===== src/rtl/ttl_down_counter_reload.sv =====
// WIDTH-bit synchronous down counter with parallel load, ENT/ENP enables,
// ripple-borrow output for cascading and optional auto-reload from the last
// loaded value on underflow (divide-by-(N+1) source).
module ttl_down_counter_reload #(
    parameter int WIDTH      = 4,
    parameter int DELAY_RISE = 0,
    parameter int DELAY_FALL = 0
) (
    input  logic             Clk,
    input  logic             Clear,
    input  logic             Load_bar,
    input  logic             ENT,
    input  logic             ENP,
    input  logic             Reload_en,
    input  logic [WIDTH-1:0] D,
    output logic             RBO,
    output logic [WIDTH-1:0] Q
);

    localparam logic [WIDTH-1:0] ONE = {{(WIDTH-1){1'b0}}, 1'b1};

    // DELAY_RISE/DELAY_FALL describe board-level propagation for behavioural
    // library models; this synthesizable view adds no delay, so only their
    // sanity is checked here.
    generate
        if (DELAY_RISE < 0 || DELAY_FALL < 0) begin : g_bad_delay
            $error("ttl_down_counter_reload: output delays must be non-negative");
        end
    endgenerate

    logic [WIDTH-1:0] r_q;
    logic [WIDTH-1:0] r_preset;
    logic             w_zero;
    logic             w_count;

    assign w_zero  = (r_q == '0);
    assign w_count = Load_bar && ENT && ENP;

    // Counter state: Clear beats Load, Load beats count, otherwise hold.
    always_ff @(posedge Clk) begin
        if (Clear) begin
            r_q <= '0;
        end else if (!Load_bar) begin
            r_q <= D;
        end else if (w_count) begin
            if (!w_zero) begin
                r_q <= r_q - ONE;
            end else if (Reload_en) begin
                r_q <= r_preset;
            end else begin
                r_q <= '1;
            end
        end
    end

    // Reload target: only Clear and Load ever change it.
    always_ff @(posedge Clk) begin
        if (Clear) begin
            r_preset <= '0;
        end else if (!Load_bar) begin
            r_preset <= D;
        end
    end

    // Borrow is gated by ENT only, so a cascade's upper stage steps exactly
    // when the lower stage underflows.
    assign RBO = ENT && w_zero;
    assign Q   = r_q;

endmodule


===== config.mk =====
export PLATFORM = sky130hd
export DESIGN_NAME = ttl_down_counter_reload
export DESIGN_NICKNAME = d
export VERILOG_FILES = /design/src/rtl/ttl_down_counter_reload.sv
export SDC_FILE = /design/constraint.sdc
export NUM_CORES = 1
export LEC_CHECK = 0
export CAP_MARGIN = 20
export CORE_AREA = 5 5 42 44
export CTS_BUF_LIST = sky130_fd_sc_hd__clkbuf_2
export CTS_CLUSTER_DIAMETER = 50
export DETAILED_ROUTE_END_ITERATION = 6
export DIE_AREA = 0 0 47 49
export PLACE_DENSITY = 0.6
export SYNTH_ARGS = -nofsm -noshare
export SYNTH_HDL_FRONTEND = slang
export SYNTH_SLANG_ARGS = --single-unit

===== constraint.sdc =====
create_clock -name Clk -period 4.4 [get_ports Clk]
set_input_delay 0.88 -clock Clk [delete_from_list [all_inputs] [get_ports Clk]]
set_output_delay 0.88 -clock Clk [all_outputs]
set_load 0.1 [all_outputs]

==> qor.txt, run 1 <==
Worst slew pin tran: 967.6 ps
Via Count: 470
Synth Area in Compound Gates: 29.16%
RSZ-0062 raised after global routing: false
Clock-pin slew of the registers on the worst-case setup and hold paths: 90 ps
Maximum net fanout on the critical path: 7
Placed wire-length estimate: 797.6 µm
Register area: 160.2 µm²
Initial antenna violation count: 0
Critical-path cell list: clkdlybuf4s50_1
Die Height: 49 µm
Main combinational cell family by area after synthesis: compound AO/OA/AOI/OAI gates
Share of layout cells above drive strength 1: 13.24%
Hold Path Origin: r_preset[3]
Power, Total: 205.9 µW
Gpl congestion: 0.8090
GR Overflow Total: 0
Fillers: 159
Post-cts sizing count: 0
Internal reg-to-reg setup slack: 2830 ps
Post-Syn Nets: 64
Residual DRC count: 0
Adder-cell share of the synthesized area: 2.725%
Reg2reg start: Q[0]
Final core utilization: 44.46%
WP data arrival: 1910 ps
CTS tree: built
Post-synthesis mux area share: 6.540%
Synth unique cells: 30
Total GRT Usage: 10.99%
Multi-input logic area: 267.8 µm²
Post-route non-filler standard cell count: 84
Most common cell in the netlist: dfxtp_1
Fin nets: 81
CTS Hold Buffers Added: 0
Postcts setup bufs: 0
Area Overhead vs Synth: 35.70%
Final setup skew: 3.123 ps
MaxCap Viol Count: 0
Worst min-delay path endpoint: r_preset[3]
First-pass GRT wire length: 1.876 mm
Crit end category: output pin
CP Launch Type: register
Top FF cell, synth: dfxtp_1
Number of global-route vias before repair: 436
Final Max Tran Viols: 0
Drt initial violations: 19
Clock Latency Late Sink: 250 ps
Setup TNS: 0 ps
Placeable Area: 1401 µm²
Simple-gate portion of the synthesized area: 19.89%
WS Path Type: register to output pin
Min Tclk post-route: 2785 ps
Static leakage power: 0.0002500 µW
Starting Density: 32.77%
Die W: 47 µm
Average size of a mapped cell: 8.664 µm²
Num CTS Buffers: 3
Final instance area: 623.1 µm²
Final wirelength: 1.092 mm
Post-Synth XOR/XNOR Area: 0%
EDFF count, synth: 0
Worst hold path class: register to register
Period utilization: 63.31%
Die area: 2303 µm²
YS warnings: 0
Cell Rows: 14
Sequential cell area fraction in the yosys report: 34.88%
Post-synthesis register bit count: 8
R2r endpoint: Q[1]
Critical Path Max Stage Delay: 1180 ps
Pin count of the biggest net entering global routing: 13
Synth Instances: 53
Vias per cell: 5.595
R2R depth: 5
Drt wl/cell: 13.00 µm
Final setup fails: 0
Buffers & Inverters on Critical Path: 1
Top Family by Delay on Critical Path: buffers and inverters
Synth top area cells: dfxtp_1, mux2i_1, inv_1
# clock sinks: 8
Post-synth top area share: 34.88%
Synth async-reset ratio: 0%
Maximum clock frequency: 359.0 MHz
Req. time, crit path: 3520 ps
Max clock buf depth: 2
Port Buf Inserts: 14
Diodes inserted: 0
Hold Crit Depth: 2
P per Cell Area: 330.5 nW/µm²
Status: finished clean
Worst VDD drop: 150.2 µV
Antenna Nets Post-Route: 0
Io pins: 15
Initial DRT Pass Iterations: 4
Post-synth top cells: dfxtp_1, inv_1, nor2_1, a21oi_1, mux2i_1
Htree depth: 1
Placed insts: 81
Final Hold Viols: 0
Worst path slowest cell: clkdlybuf4s50_1
Post-DP Area: 608.1 µm²
Synth Cell Area: 459.2 µm²
Yosys top cell by area: dfxtp_1
Slew HR: 35.29%
CTS root buffer: clkbuf_2
## stage by stage
step / hold slack, ps / setup slack, ps
after global routing: 563.0 / 1564
final: 502.4 / 1615
after global placement: 464.2 / 1711
after CTS: 513.9 / 1625
after floorplan: 451.9 / 1517
after detailed placement: 477.0 / 1689
## flip-flops by register name (all words and copies together), names as in the netlist
register	cells
Q	4
r_preset	4
## report_power, final
part | internal [µW] | switching (µW)
Sequential | 77.6 | 5.68
Combinational | 26.6 | 47.3
Clock | 18.6 | 30.2
Total | 123 | 83.2
## routing by layer
metal / global-route usage [%] / routed length [µm] / vias up
met3: 2.214 / 65 / 7
li1: - / - / 228
met2: 16.06 / 494 / 14
met4: 6.912 / 36 / 0
met1: 14.10 / 496 / 221
met5: 0 / 0 / -
## cell type report
class | instances | area share (%)
multi-input cells | 37 | 42.97
flip-flops and latches | 8 | 25.70
repair buffers | 14 | 22.09
inverters | 6 | 3.614
well taps | 16 | 3.213
clock buffers | 3 | 2.410
## placed cells by master (no fill, tap or decap), drive strengths merged
| cell type | instances |
|---|---|
| clkdlybuf4s50 | 13 |
| dfxtp | 8 |
| inv | 6 |
| nor2 | 6 |
| a21oi | 4 |
| mux2i | 3 |
| clkbuf | 3 |
| nand2b | 2 |
| a311oi | 2 |
| nor3b | 1 |
| and2 | 1 |
| nand2 | 1 |
| nor2b | 1 |
| a31oi | 1 |
| and2b | 1 |
| nor4 | 1 |
| a211oi | 1 |
| nor3 | 1 |
| a2111o | 1 |
| o22ai | 1 |
| a31o | 1 |
| a2111oi | 1 |
| o21bai | 1 |
| o31ai | 1 |
| a221oi | 1 |
| a211o | 1 |
| o2111ai | 1 |
| or3 | 1 |
| ha | 1 |
| buf | 1 |
## worst max path at each step
stage	cells after the start	from	slack [ps]	end
finish	1	Q[2]	1610	Q[2]
global route	1	Q[2]	1560	Q[2]
CTS	1	Q[2]	1620	Q[2]
detailed placement	3	ENT	1690	RBO
global placement	3	ENT	1710	RBO
floorplan	4	Q[0]	1520	RBO
## cells by family (layout without fill, tap and decap cells)
family,Yosys count,count (layout)
fa+ha+maj,1,1
compound gates,17,17
flops,8,8
simple gates,16,16
buf+inv,8,23
mux,3,3
(Power assumes the default switching activity.)
==> run 2: changes to the inputs <==
- clock period: 4.4 -> 2.9 ns (I/O delays scaled with it)
==> qor.txt, run 2 (synthesized netlist as in run 1, its figures left out) <==
Status: finished clean
Final setup skew: 8.280 ps (+5.157 ps)
Drt wl/cell: 12.18 µm (-6.3%)
Htree depth: 1 (unchanged)
Most frequent cells in the layout: clkdlybuf4s50_1, dfxtp_1, inv_1, nor2_1
Placed wire-length estimate: 812.4 µm (+1.9%)
Final wirelength: 1.023 mm (-6.3%)
CTS Hold Buffers Added: 0 (unchanged)
Worst slew pin tran: 483.6 ps (-484.1 ps)
GR Overflow Total: 0 (unchanged)
Diodes inserted: 0 (unchanged)
Static leakage power: 0.0002595 µW (+3.8%)
Final Max Tran Viols: 0 (unchanged)
Worst hold path class: register to register
Sequential share of power: 41.3% (+0.9 points)
Slew HR: 67.66% (+32 points)
Max clock buf depth: 2 (unchanged)
Most common cell after layout, fill and taps aside: clkdlybuf4s50_1
WS Path Type: register to output pin
Crit end category: output pin
Gpl congestion: 0.7869 (-2.7%)
WP data arrival: 1560 ps (-350 ps)
Post-cts sizing count: 0 (unchanged)
Clock network power share: 21.4% (-2.3 points)
Port Buf Inserts: 14 (unchanged)
Maximum net fanout on the critical path: 5 (-2)
Req. time, crit path: 2320 ps (-1200 ps)
Switching pwr: 118.0 µW (+42%)
# clock sinks: 8 (unchanged)
Antenna Nets Post-Route: 0 (unchanged)
Postcts setup bufs: 0 (unchanged)
Total GRT Usage: 9.296% (-1.7 points)
Initial antenna violation count: 0 (unchanged)
Die W: 47 µm (unchanged)
Starting Density: 32.77% (unchanged)
Pin count of the biggest net entering global routing: 13 (unchanged)
Fillers: 155 (-2.5%)
RSZ-0062 raised after global routing: false
P per Cell Area: 488.9 nW/µm² (+48%)
CTS root buffer: clkbuf_2
Post-DP Area: 610.6 µm² (+0.41%)
Die area: 2303 µm² (unchanged)
Period utilization: 73.64%
Fin nets: 81 (unchanged)
Io pins: 15 (unchanged)
Initial DRT Pass Iterations: 2 (-2)
Final setup fails: 0 (unchanged)
Worst setup margin: 764.5 ps (-850.0 ps)
CTS tree: built
Clock Latency Late Sink: 230 ps (-20 ps)
Switching Share: 38.57% (-1.8 points)
Place WS: 812.2 ps (-876.6 ps)
Vias per cell: 5.262 (-6.0%)
Placeable Area: 1401 µm² (unchanged)
Number of global-route vias before repair: 389 (-11%)
Num CTS Buffers: 3 (unchanged)
CP Launch Type: register
Clock-pin slew of the registers on the worst-case setup and hold paths: 70 ps (-20 ps)
Via Count: 442 (-6.0%)
Setup TNS: 0 ps (unchanged)
Maximum clock frequency: 468.3 MHz
First-pass GRT wire length: 1.621 mm (-14%)
Share of layout cells above drive strength 1: 19.12% (+5.9 points)
Pint: 187.9 µW (+53%)
Min Tclk post-route: 2136 ps
Area Overhead vs Synth: 36.24%
Cell Rows: 14 (unchanged)
MaxCap Viol Count: 0 (unchanged)
Worst VDD drop: 214.7 µV (+43%)
Gate power share: 37.3% (+1.4 points)
Residual DRC count: 0 (unchanged)
Die Height: 49 µm (unchanged)
Final instance area: 625.6 µm² (+0.40%)
Drt initial violations: 6 (-13)
Final Hold Viols: 0 (unchanged)
-- run 2: changes by cell type in the layout (fill, tap and decap cells not counted) --
cell,previous run,this run
buf_12,0,1
buf_4,1,4
clkdlybuf4s50_1,13,9
-- run 2: per-stage QoR --
step / utilization, % / hold slack (ps) / std cells / total power (µW)
final: 44.64 / 485.2 / 84 / 305.9
after global routing: 44.64 / 514.8 / 84 / 322.9
after CTS: 44.64 / 489.8 / 84 / 309.4
after detailed placement: 43.57 / 471.9 / 81 / 243.4
after global placement: 43.57 / 470.0 / 81 / 243.6
after floorplan: - / 451.9 / 53 / 208.3
-- run 2: layout make-up --
type / instances / area [µm²] / area share, %
repair buffers: 14 / 140.1 / 22.40
inverters: 6 / 22.52 / 3.600
flip-flops and latches: 8 / 160.2 / 25.60
clock buffers: 3 / 15.01 / 2.400
well taps: 16 / 20.02 / 3.200
multi-input cells: 37 / 267.8 / 42.80
-- run 2: path summary, 6_finish.rpt --
kind | cells past startpoint | startpoint | endpoint | slack (ps)
hold / removal | 2 | r_preset[3] | r_preset[3] | 490
hold reg to reg | 2 | r_preset[3] | r_preset[3] | 490
setup reg to reg | 5 | Q[0] | Q[1] | 1340
setup / recovery | 5 | Q[0] | RBO | 760
-- run 2: per-layer routing --
layer | vias to the layer above | track usage, % | wire [µm]
met2 | 9 | 14.25 | 483
met4 | 0 | 4.147 | 0
met5 | - | 0 | 0
met1 | 203 | 11.87 | 480
met3 | 0 | 2.214 | 59
li1 | 230 | - | -
-- run 2: power groups by stage --
| stage | Combinational [µW] | Sequential [µW] | Clock (µW) |
|---|---|---|---|
| detailed placement | 115 | 129 | 0 |
| global route | 121 | 128 | 74.5 |
| global placement | 115 | 129 | 0 |
| finish | 114 | 126 | 65.3 |
| floorplan | 48.2 | 160 | 0 |
| CTS | 115 | 126 | 68.3 |
-- run 2: worst max-delay path, stage by stage (launching register included) --
cell	delay, ps
dfxtp_1	340
inv_1	100
ha_1	210
nor3b_2	300
and2_2	220
buf_12	170
==> run 3: changes to the inputs <==
- clock period: 2.9 -> 2.2 ns (I/O delays scaled with it)
==> qor.txt, run 3 (synthesized netlist as in run 1, its figures left out) <==
Drt initial violations: 5 (-1)
Via Count: 441 (-0.23%)
Drt wl/cell: 13.28 µm (+9.1%)
Antenna Nets Post-Route: 0 (unchanged)
Maximum clock frequency: 502.5 MHz
Period utilization: 90.46%
Placeable Area: 1401 µm² (unchanged)
Pin count of the biggest net entering global routing: 10 (-3)
Die Height: 49 µm (unchanged)
Die area: 2303 µm² (unchanged)
Setup TNS: 0 ps (unchanged)
GR Overflow Total: 0 (unchanged)
Status: finished clean
Final setup fails: 0 (unchanged)
Number of global-route vias before repair: 438 (+13%)
Initial antenna violation count: 0 (unchanged)
Initial DRT Pass Iterations: 4 (+2)
Num CTS Buffers: 3 (unchanged)
Crit end category: output pin
Power, Total: 414.9 µW (+36%)
Share of layout cells above drive strength 1: 23.19% (+4.1 points)
RSZ-0062 raised after global routing: false
Port Buf Inserts: 14 (unchanged)
Worst slew pin tran: 391.4 ps (-92.13 ps)
# clock sinks: 8 (unchanged)
Total GRT Usage: 11.12% (+1.8 points)
P per Cell Area: 646.4 nW/µm² (+32%)
WP data arrival: 1550 ps (about the same)
Clock Latency Late Sink: 240 ps (about the same)
Io pins: 15 (unchanged)
Fin nets: 82 (+1.2%)
CTS tree: built
Final setup skew: 0.3208 ps (-7.959 ps)
Final Hold Viols: 0 (unchanged)
Slew HR: 73.23% (+5.6 points)
Most common cell after layout, fill and taps aside: clkdlybuf4s50_1
Worst hold path class: register to register
CP Launch Type: register
Htree depth: 1 (unchanged)
Cell Rows: 14 (unchanged)
WS Path Type: register to output pin
Min Tclk post-route: 1990 ps
Internal reg-to-reg setup slack: 660 ps (-680 ps)
Maximum net fanout on the critical path: 5 (unchanged)
Placed wire-length estimate: 863.1 µm (+6.2%)
Diodes inserted: 0 (unchanged)
Residual DRC count: 0 (unchanged)
First-pass GRT wire length: 1.863 mm (+15%)
Most frequent cells in the layout: clkdlybuf4s50_1, dfxtp_1, inv_1, nor2_1, buf_4
CTS Hold Buffers Added: 0 (unchanged)
Worst VDD drop: 255.0 µV (+19%)
Final wirelength: 1.129 mm (+10%)
Static leakage power: 0.0002661 µW (+2.5%)
MaxCap Viol Count: 0 (unchanged)
Vias per cell: 5.188 (-1.4%)
Final Max Tran Viols: 0 (unchanged)
Gpl congestion: 0.7860 (-0.11%)
Worst setup margin: 209.8 ps (-554.7 ps)
Area Overhead vs Synth: 39.78%
Starting Density: 32.77% (unchanged)
Die W: 47 µm (unchanged)
Max clock buf depth: 2 (unchanged)
CTS root buffer: clkbuf_2
Clock-pin slew of the registers on the worst-case setup and hold paths: 80 ps (about the same)
Place WS: 394.8 ps (-417.4 ps)
Req. time, crit path: 1760 ps (-560 ps)
run 3: final timing paths:
kind / from / end / depth (start not counted)
max: Q[0] / RBO / 5
min reg2reg: r_preset[3] / r_preset[3] / 2
max reg2reg: Q[0] / Q[1] / 5
min: r_preset[3] / r_preset[3] / 2
run 3: worst max-delay path, cell delays in order (launching register included):
cell	delay, ps
dfxtp_2	340
inv_1	90
ha_1	220
nor3b_4	280
and2_2	210
buf_12	170
run 3: what timing repair did:
item,in CTS,in global routing
gates resized for setup,0,1
setup buffers,0,0
endpoints found under the setup margin,0,1
run 3: layout make-up:
type                            instances  area (µm²)
Tap cell                               16       20.02
Multi-Input combinational cell         37       274.0
Clock buffer                            3       15.01
Sequential cell                         8       162.7
Timing Repair Buffer                   15       147.6
Inverter                                6       22.52
Fill cell                             151       759.5
run 3: metrics by stage:
stage / cells / hold WS (ps) / cell area [µm²] / utilization, %
after global placement: 82 / 465.0 / 620.6 / 44.29
after detailed placement: 82 / 470.7 / 620.6 / 44.29
after floorplan: 53 / 451.9 / 461.7 / -
after global routing: 85 / 513.7 / 641.9 / 45.80
final: 85 / 485.3 / 641.9 / 45.80
after CTS: 85 / 490.3 / 635.6 / 45.36
run 3: report_power, final:
part	leakage (µW)	switching (µW)	total (µW)	internal, µW
logic	0.000187	96.4	155	58.9
clock network	0.0000125	54.1	91.3	37.2
registers	0.0000668	12.5	168	156
total	0.000266	163	415	252
run 3: routing by layer:
metal / vias up / wire length, µm / track usage (%)
met3: 4 / 61 / 3.690
li1: 231 / - / -
met1: 197 / 537 / 14.25
met2: 9 / 510 / 16.06
met5: - / 0 / 0
met4: 0 / 19 / 5.530
